===== src/rtl/hazard_ctrl.sv =====
// Pipeline hazard controller: tracks in-flight register writers between
// decode and writeback, raises a stall on a read-after-write hazard, and
// generates a fixed-length flush window after each taken branch or jump.
//
//   state | meaning
//   ------+------------------------------------------------------------
//   IDLE  | no branch penalty outstanding, flush low
//   FLUSH | squashing fetch/decode, cnt = flush cycles still to go
module hazard_ctrl #(
  parameter int REG_W  = 3,
  parameter int DEPTH  = 2,
  parameter int BR_PEN = 2,
  parameter int FWD_EN = 0
) (
  input  logic             clk,
  input  logic             rst_n,
  input  logic             id_valid,
  input  logic [REG_W-1:0] id_rs1,
  input  logic [REG_W-1:0] id_rs2,
  input  logic             id_rs1_used,
  input  logic             id_rs2_used,
  input  logic [REG_W-1:0] id_wr_reg,
  input  logic             id_wr_en,
  input  logic             id_is_load,
  input  logic             branch_I,
  input  logic             branch_J,
  output logic             stall,
  output logic             flush,
  output logic [DEPTH-1:0] match_vec,
  output logic [15:0]      stall_cnt
);

  localparam int CW = $clog2(BR_PEN + 1);

  typedef enum logic {
    IDLE  = 1'b0,
    FLUSH = 1'b1
  } state_t;

  state_t           state_q, state_d;
  logic [CW-1:0]    cnt_q, cnt_d;
  logic [DEPTH-1:0] slot_v_q, slot_v_d;
  logic [DEPTH-1:0] slot_ld_q, slot_ld_d;
  logic [REG_W-1:0] slot_reg_q [DEPTH];
  logic [REG_W-1:0] slot_reg_d [DEPTH];
  logic [15:0]      stall_cnt_q, stall_cnt_d;
  logic             raw_hazard;
  logic             branch;

  assign branch    = branch_I | branch_J;
  assign flush     = (state_q == FLUSH);
  assign stall     = raw_hazard & ~flush;
  assign stall_cnt = stall_cnt_q;

  // Compare decode sources against every tracked writer slot.
  always_comb begin
    match_vec = '0;
    for (int i = 0; i < DEPTH; i++) begin
      match_vec[i] = id_valid & slot_v_q[i] &
                     ((id_rs1_used & (id_rs1 == slot_reg_q[i])) |
                      (id_rs2_used & (id_rs2 == slot_reg_q[i])));
    end
  end

  // With forwarding only a load in the youngest slot is unresolvable.
  always_comb begin
    raw_hazard = 1'b0;
    if (FWD_EN != 0) begin
      raw_hazard = match_vec[0] & slot_ld_q[0];
    end else begin
      raw_hazard = |match_vec;
    end
  end

  // Scoreboard shift: new writer enters slot 0 only when it really issues.
  always_comb begin
    slot_v_d     = '0;
    slot_ld_d    = '0;
    slot_v_d[0]  = id_valid & id_wr_en & ~stall & ~flush;
    slot_ld_d[0] = id_is_load;
    slot_reg_d[0] = id_wr_reg;
    for (int i = 1; i < DEPTH; i++) begin
      slot_v_d[i]   = slot_v_q[i-1];
      slot_ld_d[i]  = slot_ld_q[i-1];
      slot_reg_d[i] = slot_reg_q[i-1];
    end
  end

  // Branch penalty FSM: any new branch restarts the full window.
  always_comb begin
    state_d = state_q;
    cnt_d   = cnt_q;
    case (state_q)
      IDLE: begin
        if (branch) begin
          state_d = FLUSH;
          cnt_d   = CW'(BR_PEN);
        end
      end
      FLUSH: begin
        if (branch) begin
          cnt_d = CW'(BR_PEN);
        end else if (cnt_q == CW'(1)) begin
          state_d = IDLE;
          cnt_d   = '0;
        end else begin
          cnt_d = cnt_q - CW'(1);
        end
      end
      default: begin
        state_d = IDLE;
        cnt_d   = '0;
      end
    endcase
  end

  // Saturating stall-cycle counter.
  always_comb begin
    stall_cnt_d = stall_cnt_q;
    if (stall && (stall_cnt_q != 16'hFFFF)) begin
      stall_cnt_d = stall_cnt_q + 16'd1;
    end
  end

  // State registers; reset empties the scoreboard and aborts any flush.
  always_ff @(posedge clk or negedge rst_n) begin
    if (!rst_n) begin
      state_q     <= IDLE;
      cnt_q       <= '0;
      slot_v_q    <= '0;
      slot_ld_q   <= '0;
      stall_cnt_q <= '0;
      for (int i = 0; i < DEPTH; i++) begin
        slot_reg_q[i] <= '0;
      end
    end else begin
      state_q     <= state_d;
      cnt_q       <= cnt_d;
      slot_v_q    <= slot_v_d;
      slot_ld_q   <= slot_ld_d;
      stall_cnt_q <= stall_cnt_d;
      for (int i = 0; i < DEPTH; i++) begin
        slot_reg_q[i] <= slot_reg_d[i];
      end
    end
  end

endmodule

===== config.mk =====
export PLATFORM = sky130hd
export DESIGN_NAME = hazard_ctrl
export DESIGN_NICKNAME = d
export VERILOG_FILES = /design/src/rtl/hazard_ctrl.sv
export SDC_FILE = /design/constraint.sdc
export NUM_CORES = 1
export LEC_CHECK = 0
export ABC_AREA = 1
export BUFFER_PORTS_ARGS = -buffer_cell sky130_fd_sc_hd__buf_2
export CORE_UTILIZATION = 40
export CTS_CLUSTER_SIZE = 28
export DETAILED_ROUTE_END_ITERATION = 16
export PLACE_DENSITY = 0.66
export SLEW_MARGIN = 30
export SYNTH_ARGS = -nofsm -noshare
export SYNTH_HDL_FRONTEND = slang
export SYNTH_SLANG_ARGS = --single-unit

===== constraint.sdc =====
create_clock -name clk -period 3 [get_ports clk]
set_input_delay 0.15 -clock clk [delete_from_list [all_inputs] [get_ports clk]]
set_output_delay 0.15 -clock clk [all_outputs]
set_load 0.01 [all_outputs]

==> results_dict.tcl <==
set metrics [dict create \
    power_density_mw_per_mm2 310.5 \
    post-route-period-util_pct 58.88 \
    design_area_mm2 0.002064 \
    synth-seq-area-share_pct 38.16 \
    ios 38 \
    port_buffers 36 \
    num_vias 1530 \
    clock_path_buffers 2 \
    grt_pass1_wl_mm 6.306 \
    synth.distinct_cells 25 \
    clk_pin_slew_ns 0.09 \
    synthFlopType "dfrtp_1" \
    gr-usage-all-layers_pct 18.08 \
    grt_pass1_vias 1422 \
    skew_ns 0.004885 \
    yosysTopAreaCell "dfrtp_1" \
    core_mm2 0.004115 \
    vias_per_cell 4.679 \
    start_util_pct 43.02 \
    worst-r2r-setup-slack_ns 1.23 \
    syn_inst 237 \
    synth_nets 257 \
    finalMaxSlewViolations 0 \
    irDropWorstVdd_v 0.0002004 \
    max_freq_mhz 566.1 \
    startpoint_type "register" \
    syn_to_final_growth_pct 16.61 \
    crit_arrival_ns 1.99 \
    yosysTopAreaCellShare_pct 38.16 \
    setup_ws_ns 1.234 \
    cts_root_buffer "clkbuf_8" \
    synth_edf_count 0 \
    n_antenna_cell 0 \
    multi_input_area_um2 952.2 \
    ys_ff_latch 27 \
    cts_hold_buffers 4 \
    wire_per_inst_um 10.80 \
    cts_tree "built" \
    die_w_um 68.53 \
    drive_above_1_share_pct 27.44 \
    worstHoldPathType "input pin to register" \
    wl_met2_mm 1.594 \
    drc 0 \
    die_area_mm2 0.004696 \
    hp-start "branch_I" \
    outcome "finished clean" \
    grt_max_degree 28 \
    overflow 0 \
    worst-setup-path-type "register to register" \
    n_fill_cell 418 \
    worstPathMaxFanout 16 \
    hold_path_end "flush" \
    die_h_um 68.53 \
    ys_warn_count 0 \
    dp_hpwl_mm 2.568 \
    rsz0062_at_grt "no" \
    dr.pass1.iters 4 \
    cts.htree.levels 1 \
    crit_path_start "stall_cnt[0]" \
    fin_total_pwr_mw 0.6410 \
    core.rowCount 23 \
    layout.nets 298 \
    place.gp.congestion 0.8144 \
    tightest_slew_ns 0.6149 \
    layout_min_cycle_time_ns 1.766 \
    cellLeakagePower_nw 1.150 \
    avgSynthCellArea_um2 7.470 \
    highest_layer "met4" \
    worstHoldPathCells 3 \
    ff2ff_path_depth 7 \
    clock_latency_ns 0.28 \
    met3_length_um 119 \
    yosys-top-cells-count "75 x nand2_1, 27 x dfrtp_1, 26 x inv_1" \
    postRouteWirelength_mm 3.531 \
    cts-resized-gates 0 \
    seqCellArea_um2 675.6 \
    dp_slack_ns 1.233 \
    cts_setup_buffers 0 \
    yosysMostFrequentCell "nand2_1" \
    synthTopCellsByArea "dfrtp_1 38%, nand2_1 16%, nand2_2 8.5%, nand4_1 6.0%, inv_1 5.5%" \
    tns_ns 0 \
    finalSetupViolCount 0 \
    clock-sinks 27 \
    async_flop_share_pct 100.0 \
    ant_nets 0 \
    wl_met1_mm 1.743 \
    numCtsBuffers 3 \
    crit_required_ns 3.22 \
    critPathCaptureType "register" \
    grt_antenna_before_repair 0 \
    report.final.hold_viol_count 0 \
    drtIter0Drc 57 \
    relSlewSlack_pct 59.00 \
    cap_violations 0 \
    syn-cell-area_mm2 0.001770 \
    regToRegStartpoint "stall_cnt[0]" \
    timing.rr.end "stall_cnt[4]" \
    place_area_mm2 0.001979 \
]
-- per-layer routing --
metal	track usage, %	vias to the layer above
li1	-	819
met1	23.89	678
met2	29.66	28
met3	1.645	5
met4	8.594	0
met5	0	-
-- power by group --
group | total (mW) | leakage [nW] | switching, mW | internal [mW]
logic | 0.0568 | 0.774 | 0.0331 | 0.0236
registers | 0.374 | 0.353 | 0.00426 | 0.370
clock network | 0.210 | 0.0228 | 0.115 | 0.0955
-- worst max path at each step --
stage	to	slack [ns]	cells after the start
floorplan	stall_cnt[10]	1.46	7
global placement	stall_cnt[2]	1.25	7
detailed placement	stall_cnt[4]	1.23	7
CTS	stall_cnt[4]	1.20	7
global route	stall_cnt[1]	1.03	7
finish	stall_cnt[4]	1.23	7
-- stage by stage --
stage	utilization, %	instances	hold WS (ns)
final	50.17	327	0.07997
after global routing	50.17	327	0.1115
after CTS	50.17	327	0.07698
after detailed placement	48.10	319	0.2019
after global placement	48.10	319	0.2037
after floorplan	-	237	-0.1456
-- critical path: stages, from the launching register on --
cell and delay, ns:
dfrtp_1 0.42, ha_1 0.26, nand2_1 0.11, nor2_4 0.17, nand4_4 0.27, nand3_4 0.32
nand2_1 0.08, nand2_1 0.06
-- cell families (layout without fill, tap and decap cells) --
kind of cell	after synthesis	in the layout	share of synthesized area [%]
compound gates	8	8	2.403
xor+xnor	10	10	4.947
fa+ha+maj	2	2	1.413
buf+inv	32	72	8.056
flops	27	27	38.16
simple gates	158	158	45.02
-- registers in the layout (all words and copies together), names as in the netlist --
register    flops
cnt_q           2
slot_reg_q      3
stall_cnt      16
slot_reg_d      3
flush           1
slot_v_q        2
-- cell usage in the layout (no fill, tap or decap), drive strengths merged --
cell type    count
inv             27
nand2          102
nand4           18
ha               2
o211ai           1
dfrtp           27
xor2             3
xnor2            7
dlygate4sd3      4
clkbuf           4
a21oi            3
or2              1
o21ai            4
buf             37
nand3            8
nor2            29
-- cell type report --
| type | count | area share (%) |
|---|---|---|
| Tap cell | 50 | 3.030 |
| Timing Repair Buffer | 41 | 11.03 |
| Multi-Input combinational cell | 178 | 46.12 |
| Clock buffer | 4 | 2.182 |
| Sequential cell | 27 | 32.73 |
| Inverter | 27 | 4.909 |
Power figures use the tool's default switching activity.
